File: src/rtl/fifo_wr_arb_ctrl_pkg.sv
// Shared definitions for the async FIFO write-side controller: pointer widths,
// requester indices and the binary-to-Gray helper.
package fifo_wr_arb_ctrl_pkg;

    localparam int unsigned DEF_ADDR_WIDTH = 3;
    localparam int unsigned PTR_WIDTH      = DEF_ADDR_WIDTH + 1;
    localparam int unsigned GRAY_MAX_W     = 16;

    localparam logic REQ_0 = 1'b0;
    localparam logic REQ_1 = 1'b1;

    // Callers zero-extend into GRAY_MAX_W and cast the result back to their width
    function automatic logic [GRAY_MAX_W-1:0] bin2gray(input logic [GRAY_MAX_W-1:0] bin);
        return bin ^ (bin >> 1'b1);
    endfunction

endpackage

File: src/rtl/fifo_wr_arb_ctrl_rr_arb2.sv
// Two-way round-robin arbiter: one-hot grant, priority flips to the loser
// only after a contested grant is actually accepted.
module rr_arb2
    import fifo_wr_arb_ctrl_pkg::*;
(
    input  logic       W_CLK,
    input  logic       W_RST,
    input  logic [1:0] req,
    input  logic       update,
    output logic [1:0] grant
);

    logic prio_r;

    // One-hot grant from the live requests and the held priority
    always_comb begin
        grant = 2'b00;
        case (req)
            2'b01:   grant = 2'b01;
            2'b10:   grant = 2'b10;
            2'b11:   grant = (prio_r == REQ_1) ? 2'b10 : 2'b01;
            default: grant = 2'b00;
        endcase
    end

    // Priority register, moved to the non-granted requester on a contested accept
    always_ff @(posedge W_CLK or negedge W_RST) begin
        if (!W_RST) begin
            prio_r <= REQ_0;
        end else if (update) begin
            prio_r <= grant[REQ_1] ? REQ_0 : REQ_1;
        end else begin
            prio_r <= prio_r;
        end
    end

endmodule

File: src/rtl/fifo_wr_arb_ctrl.sv
// Write-side controller of the async FIFO: arbitrates two writers, drives the
// memory write port and keeps the binary/Gray write pointer and full flag.
module fifo_wr_arb_ctrl
    import fifo_wr_arb_ctrl_pkg::*;
#(
    parameter int unsigned DATA_WIDTH = 8,
    parameter int unsigned ADDR_WIDTH = DEF_ADDR_WIDTH,
    parameter int unsigned FIFO_DEPTH = 8
)
(
    input  logic                  W_CLK,
    input  logic                  W_RST,
    input  logic                  REQ0,
    input  logic [DATA_WIDTH-1:0] WR_DATA0,
    input  logic                  REQ1,
    input  logic [DATA_WIDTH-1:0] WR_DATA1,
    input  logic [ADDR_WIDTH:0]   wq2_rptr,
    output logic                  ACK0,
    output logic                  ACK1,
    output logic                  w_inc,
    output logic [ADDR_WIDTH-1:0] w_adder,
    output logic [DATA_WIDTH-1:0] WR_DATA,
    output logic                  w_full,
    output logic [ADDR_WIDTH:0]   wptr
);

    localparam int unsigned PW       = ADDR_WIDTH + 1;
    localparam int unsigned DEPTH_AW = $clog2(FIFO_DEPTH);

    logic [PW-1:0] wbin_r;
    logic [PW-1:0] wptr_r;
    logic          w_full_r;
    logic [PW-1:0] wbin_next_s;
    logic [PW-1:0] wgray_next_s;
    logic [PW-1:0] rptr_full_s;
    logic          full_next_s;
    logic          accept_s;
    logic          update_s;
    logic [1:0]    req_s;
    logic [1:0]    grant_s;

    assign req_s    = {REQ1, REQ0};
    assign accept_s = (REQ0 | REQ1) & ~w_full_r;
    assign update_s = accept_s & REQ0 & REQ1;

    rr_arb2 u_arb (
        .W_CLK  (W_CLK),
        .W_RST  (W_RST),
        .req    (req_s),
        .update (update_s),
        .grant  (grant_s)
    );

    // The grant is not gated by full so WR_DATA stays steady while writers wait
    assign ACK0    = accept_s & grant_s[REQ_0];
    assign ACK1    = accept_s & grant_s[REQ_1];
    assign w_inc   = accept_s;
    assign w_adder = wbin_r[DEPTH_AW-1:0];
    assign WR_DATA = grant_s[REQ_1] ? WR_DATA1 : WR_DATA0;
    assign wptr    = wptr_r;
    assign w_full  = w_full_r;

    // Next pointer and full flag, full being the read pointer with its two MSBs inverted
    always_comb begin
        wbin_next_s  = wbin_r + {{(PW-1){1'b0}}, accept_s};
        wgray_next_s = PW'(bin2gray(GRAY_MAX_W'(wbin_next_s)));
        rptr_full_s  = {~wq2_rptr[ADDR_WIDTH:ADDR_WIDTH-1], wq2_rptr[ADDR_WIDTH-2:0]};
        full_next_s  = (wgray_next_s == rptr_full_s);
    end

    // Pointer and full registers
    always_ff @(posedge W_CLK or negedge W_RST) begin
        if (!W_RST) begin
            wbin_r   <= {PW{1'b0}};
            wptr_r   <= {PW{1'b0}};
            w_full_r <= 1'b0;
        end else begin
            wbin_r   <= wbin_next_s;
            wptr_r   <= wgray_next_s;
            w_full_r <= full_next_s;
        end
    end

endmodule

File: config.mk
export PLATFORM = sky130hd
export DESIGN_NAME = fifo_wr_arb_ctrl
export DESIGN_NICKNAME = d
export VERILOG_FILES = /design/src/rtl/fifo_wr_arb_ctrl_pkg.sv /design/src/rtl/fifo_wr_arb_ctrl_rr_arb2.sv /design/src/rtl/fifo_wr_arb_ctrl.sv
export SDC_FILE = /design/constraint.sdc
export NUM_CORES = 1
export LEC_CHECK = 0
export CAP_MARGIN = 10
export CORE_MARGIN = 1
export CORE_UTILIZATION = 33
export DETAILED_ROUTE_END_ITERATION = 8
export PLACE_DENSITY = 0.95
export SYNTH_ARGS = -nofsm -noshare
export SYNTH_HDL_FRONTEND = slang
export SYNTH_SLANG_ARGS = --single-unit
File: constraint.sdc
create_clock -name W_CLK -period 3.68 [get_ports W_CLK]
set_input_delay 0.552 -clock W_CLK [delete_from_list [all_inputs] [get_ports W_CLK]]
set_output_delay 0.552 -clock W_CLK [all_outputs]
set_load 0.05 [all_outputs]
==> flow_summary.toml, run 1 <==
[yosys]
yosys.area_share.xor_xnor_pct = 17.16
syn_area_per_cell_um2 = 11.70
ys_ff_latch = 9
synth_ff_type = "dfrtp_1"
synth.net_count = 69
synth_seq_area_share_pct = 44.78
synthSimpleGateAreaFrac_pct = 10.45
synthCells = 43
synth_top_area_share_pct = 44.78
synthMuxAreaShare_pct = 17.91
synth_common_cells = "dfrtp_1 (9), mux2_2 (8), xor2_1 (7), nor2_1 (4), nand3_1 (3)"
synth_compound_area_share_pct = 3.234
yosysWarnings = 0
synth_top_cell_by_area = "dfrtp_1"
synth_enable_flop_cells = 0
synth_top_family_by_area = "multiplexers"
synthTopCellsByArea = "dfrtp_1 (45%), mux2_2 (18%), xor2_1 (12%)"
netlist_area_um2 = 503.0
yosysUniqueCellTypes = 14
async_reset_ff_share_pct = 100.0
synth_most_common_cell = "dfrtp_1"
synth_adder_area_share_pct = 4.975

[clock_network]
clock_tree.buffer_depth = 2
path_clk_slew_ns = 0.06
cts_tree = "yes"
clock_latency_ns = 0.25
cts_max_level = 1
post_cts_buffers = 0
cts-root-buf = "clkbuf_4"
postCtsHoldBufs = 0
cts.sinks = 9
cts.repair.resized = 0
numCtsBuffers = 3

[min_path]
hold_end = "u_arb.prio_r"
worst_hold_path_type = "flip-flop to flip-flop"
min-delay-start = "u_arb.prio_r"
hold_path_depth = 1

[place]
dp_hpwl_mm = 1.052
gp_congestion = 0.6544
dp_slack_ns = 0.4942
place_area_um2 = 942.2
port_buffers = 42

[die]
rows = 13
core_mm2 = 0.001366
pin_count = 43
die_w_um = 41.04
dieArea_mm2 = 0.001684
die_h_um = 41.04
start_util_pct = 36.81

[worst_setup_path]
required_ns = 3.13
reg2reg_to = "w_full"
startpoint_type = "primary input"
cp-end-kind = "output pin"
reg2reg_depth = 7
worstPathMaxFanout = 10
cp_data_arrival_time_ns = 2.62
path_class = "primary input to output pin"
r2r_start = "w_full"
ff2ff_setup_slack_ns = 1.57

[power_and_ir_drop]
combinationalPowerShare_pct = 71.6
p_sw_w = 0.0004773
internal_power_w = 0.0004444
switching_share_pct = 51.79
seqPwrFrac_pct = 20.5
clkPwrFrac_pct = 7.9
powerDensity_mw_per_mm2 = 951.7
vdd_ir_drop_max_v = 0.0005598
leakage_nw = 0.4068

[sta]
worst_slack_ns = 0.5080
rsz0062_at_grt = "no"
finalWorstPathRequiredPeriod_ns = 3.172
maxSlewHeadroom_pct = 66.34
clock.fmax_mhz = 315.3
period_share_pct = 86.19
tns_ns = 0
hold-worst-slack_ns = 0.5072
hold_viol_final = 0
fin_skew_ns = 0.001940
finalSetupViolCount = 0
drv_slew = 0
tightest_slew_ns = 0.5033

[run_status]
status = "complete, no violations"

[grt]
antenna_found_initial = 0
overflow = 0
grt_max_degree = 11
grt.total_usage_pct = 14.43
first_global_vias = 424
grt_pass1_wl_mm = 1.511

[layout]
syn_to_final_growth_pct = 92.54
fillers = 103
regArea_um2 = 225.2
final_layout_size_suffix_gt1_share_pct = 14.61
design_area_um2 = 968.4
layout.nets = 116
multiInputGateArea_um2 = 270.3
diodes = 0

[drt]
wl_mm = 1.204
ant_nets = 0
viasPerCell = 4.798
routedWlPerCell_um = 11.58
drc = 0
drtIter0Drc = 7
drt-pass1-iter-count = 4
num_vias = 499

[job]
max-cap-violations = 0
cell type report:
type / instances / area share (%)
Timing Repair Buffer: 42 / 43.41
Multi-Input combinational cell: 32 / 27.91
Sequential cell: 9 / 23.26
Clock buffer: 4 / 2.713
Tap cell: 15 / 1.938
Inverter: 2 / 0.7752
routing by layer:
metal / wire (µm) / track usage [%] / part of all wire, % / vias to the layer above
li1: - / - / - / 239
met3: 211 / 3.261 / 18 / 4
met4: 15 / 10.00 / 1.2 / 0
met2: 608 / 29.69 / 50 / 35
met1: 368 / 11.15 / 31 / 221
met5: 0 / 0 / 0 / -
power groups by stage:
stage               registers [W]  logic [W]  clock network, W
detailed placement       0.000192   0.000665                 0
global placement         0.000192   0.000652                 0
finish                   0.000189   0.000660         0.0000725
floorplan                0.000351   0.000300                 0
CTS                      0.000190   0.000669         0.0000751
global route             0.000198   0.000694         0.0000811
how the worst max path moves through the flow:
stage,startpoint,slack [ns],cells after the start,to
floorplan,w_full,0.86,7,w_full
global placement,REQ0,0.55,5,WR_DATA[0]
detailed placement,REQ0,0.49,5,WR_DATA[6]
CTS,REQ0,0.48,5,WR_DATA[6]
global route,REQ0,0.44,5,WR_DATA[6]
finish,REQ0,0.51,5,WR_DATA[6]
per-stage QoR:
| stage | cells | power [W] | utilization [%] |
|---|---|---|---|
| 6_report | 104 | 0.0009217 | 70.88 |
| 3_5_place_dp | 100 | 0.0008569 | 68.96 |
| 3_3_place_gp | 100 | 0.0008443 | 68.96 |
| 4_1_cts | 104 | 0.0009340 | 70.88 |
| 2_1_floorplan | 43 | 0.0006509 | - |
| 5_1_grt | 104 | 0.0009732 | 70.88 |
cells by family after synthesis:
| logic type | Yosys count |
|---|---|
| adders and majority gates | 2 |
| muxes | 8 |
| and+or+nand+nor | 11 |
| xor gates and xnor gates | 9 |
| AOI/OAI and AO/OA | 2 |
| DFF | 9 |
| buffers and inverters | 2 |
layout by cell type, fill, tap and decap left out:
cell type,count
a22oi_1,1
and2_1,1
clkbuf_1,1
clkbuf_4,3
clkdlybuf4s50_1,42
dfrtp_1,9
ha_1,2
inv_1,2
mux2_2,8
nand2_1,1
nand3_1,3
nor2_1,4
o21ai_2,1
or3_1,2
xnor2_1,1
xor2_1,7
xor2_2,1
critical path, cell delays in order:
cell	delay [ns]
clkdlybuf4s50_1	0.51
inv_1	0.06
o21ai_2	0.39
mux2_2	0.40
clkdlybuf4s50_1	0.70
flip-flops by register name, indices dropped and copies added, names as in the netlist:
register	cells
w_full	1
wbin_r	4
wptr	3
u_arb.prio_r	1
Note: power is estimated with default switching activity, not from simulation.
==> run 2: changes to the inputs <==
- CORE_UTILIZATION: 33 -> 36
- CTS_BUF_LIST: not set -> sky130_fd_sc_hd__clkbuf_2 sky130_fd_sc_hd__clkbuf_4 sky130_fd_sc_hd__clkbuf_8
- PLACE_DENSITY: 0.95 -> 0.94
- SYNTH_HIERARCHICAL: not set -> 1
==> run 2 against run 1 <==
Total power increased by 1.1%. Setup slack gained 0.12 ns. Via count grew 21%. Design area grew 12%. Flip-flop and latch count did not move. Wire length up 53%. Synthesized cell count rose by 35%. The run now ends with design-rule violations left. Cell count increased by 13%. Non-clock buffer count unchanged.
==> flow_summary.toml, run 2 <==
[job]
max-cap-violations = 0

[yosys]
syn_area_per_cell_um2 = 10.74
synthTopCellsByArea = "dfrtp_1 (36%), mux2_2 (14%), xnor2_1 (8.4%)"
synth_top_area_share_pct = 36.14
synth_seq_area_share_pct = 36.14
ys_ff_latch = 9
synth.net_count = 84
yosys.area_share.xor_xnor_pct = 15.66
synth_top_cell_by_area = "dfrtp_1"
async_reset_ff_share_pct = 100.0
synthSimpleGateAreaFrac_pct = 17.07
synth_enable_flop_cells = 0
synth_top_family_by_area = "simple AND/OR/NAND/NOR gates"
synth_adder_area_share_pct = 4.016
netlist_area_um2 = 623.1
synthCells = 58
yosysWarnings = 6
synth_ff_type = "dfrtp_1"
synth_common_cells = "dfrtp_1 (9), mux2_2 (8), xnor2_1 (6), nand2_1 (4), nor2_1 (4)"
synth_compound_area_share_pct = 8.635
yosysUniqueCellTypes = 26
synthMuxAreaShare_pct = 16.06
synth_most_common_cell = "dfrtp_1"

[layout]
fillers = 114
largest_reg_flops = 4
mostFrequentLayoutCells = "clkdlybuf4s50_1 (42), dfrtp_1 (9), mux2_2 (8)"
final_layout_size_suffix_gt1_share_pct = 16.67
syn_to_final_growth_pct = 73.69
largest-register = "wbin_r"
regArea_um2 = 225.2
layout.nets = 129
final_common_cell = "clkdlybuf4s50_1"
stdcell_count = 118
diodes = 0
multiInputGateArea_um2 = 382.9
design_area_mm2 = 0.001082

[worst_setup_path]
cp-startpoint = "REQ0"
path_buf_inv = 2
cp_cell_sequence = "clkdlybuf4s50_1, nand2b_1, and2_2, mux2_2, clkdlybuf4s50_1"
cp-end-kind = "output pin"
cp_data_arrival_time_ns = 2.50
slowest_stage = "clkdlybuf4s50_1"
path_delay_family = "buffers and inverters"
cpMostUsedCell = "clkdlybuf4s50_1"
worstPathMaxFanout = 9
path_class = "primary input to output pin"
required_ns = 3.13
ff2ff_setup_slack_ns = 1.51
startpoint_type = "primary input"
max_stage_delay_ns = 0.80
r2r_start = "w_full"

[drt]
drt-pass1-iter-count = 5
wl_mm = 1.847
viasPerCell = 5.102
ant_nets = 0
drc = 2
drtIter0Drc = 5
num_vias = 602
routedWlPerCell_um = 15.65

[grt]
antenna_found_initial = 0
first_global_vias = 653
grt_max_degree = 10
grt.total_usage_pct = 20.75
grt_pass1_wl_mm = 2.829
overflow = 0

[run_status]
violations = "design-rule violations"
status = "finished with violations"

[power_and_ir_drop]
vdd_ir_drop_max_v = 0.0004894
leakage_nw = 0.4316
switching_share_pct = 50.72
clkPwrFrac_pct = 8.9
internal_power_w = 0.0004590
combinationalPowerShare_pct = 70.9
powerDensity_mw_per_mm2 = 860.6
p_sw_w = 0.0004724
seqPwrFrac_pct = 20.2
totalPowerFinal_w = 0.0009314

[clock_network]
postCtsHoldBufs = 0
clock_latency_ns = 0.26
cts.repair.resized = 0
numCtsBuffers = 3
post_cts_buffers = 0
cts_tree = "yes"
cts_max_level = 1
path_clk_slew_ns = 0.06
clock_tree.buffer_depth = 2
cts-root-buf = "clkbuf_4"
cts.sinks = 9

[die]
pin_count = 43
start_util_pct = 39.97
die_h_um = 43.61
core_mm2 = 0.001559
rows = 14
dieArea_mm2 = 0.001901
die_w_um = 43.61

[sta]
fin_skew_ns = 0.003997
finalSetupViolCount = 0
maxSlewHeadroom_pct = 65.83
hold_viol_final = 0
rsz0062_at_grt = "no"
drv_slew = 0
period_share_pct = 82.85
tightest_slew_ns = 0.5110
tns_ns = 0
finalWorstPathRequiredPeriod_ns = 3.049
clock.fmax_mhz = 328.0

[place]
dp_cells = 114
port_buffers = 42
gp_congestion = 0.7599
place_area_mm2 = 0.001052
dp_hpwl_mm = 1.581

[min_path]
worst_hold_path_type = "primary input to asynchronous set/reset pin"
==> run 2: layout make-up <==
| type | instances | share of cell area [%] |
|---|---|---|
| tap | 16 | 1.850 |
| multi-input combinational | 46 | 35.38 |
| inverter | 1 | 0.3468 |
| clock buffer | 4 | 2.775 |
| sequential | 9 | 20.81 |
| timing repair buffer | 42 | 38.84 |
==> run 2: final timing paths <==
path,to,cells after the start
min in group W_CLK,wbin_r[3],1
worst min register to register,wbin_r[3],1
worst max-delay path,WR_DATA[2],5
worst max register to register,w_full,7
max in group asynchronous,u_arb/prio_r,1
worst min-delay path,wbin_r[0],1
==> run 2: metrics by stage <==
stage | util (%) | setup WS, ns | hold slack [ns]
after CTS | 69.42 | 0.6107 | 0.5920
after global placement | 67.50 | 0.6998 | 0.5487
after floorplan | - | 0.8791 | 0.2564
after detailed placement | 67.50 | 0.6112 | 0.5843
final | 69.42 | 0.6311 | 0.5854
after global routing | 69.42 | 0.5583 | 0.6034
==> run 2: cells by family after synthesis <==
family | count (synthesis)
simple gates | 19
xor+xnor | 9
mux | 9
flops | 9
compound gates | 7
buf+inv | 3
fa+ha+maj | 2
==> run 2: power by group through the flow <==
stage / registers (W) / clock network, W / logic [W]
global placement: 0.000185 / 0 / 0.000643
finish: 0.000188 / 0.0000825 / 0.000660
detailed placement: 0.000189 / 0 / 0.000660
CTS: 0.000187 / 0.0000856 / 0.000662
global route: 0.000193 / 0.0000913 / 0.000701
floorplan: 0.000328 / 0 / 0.000340
==> run 2: metal layers <==
| layer | wire (µm) | GRT usage, % | up-vias | share of wire [%] |
|---|---|---|---|---|
| met5 | 0 | 0 | - | 0 |
| met4 | 46 | 5.625 | 0 | 2.5 |
| met3 | 64 | 7.500 | 6 | 3.5 |
| met2 | 1104 | 42.39 | 14 | 60 |
| met1 | 631 | 18.32 | 291 | 34 |
| li1 | - | - | 291 | - |
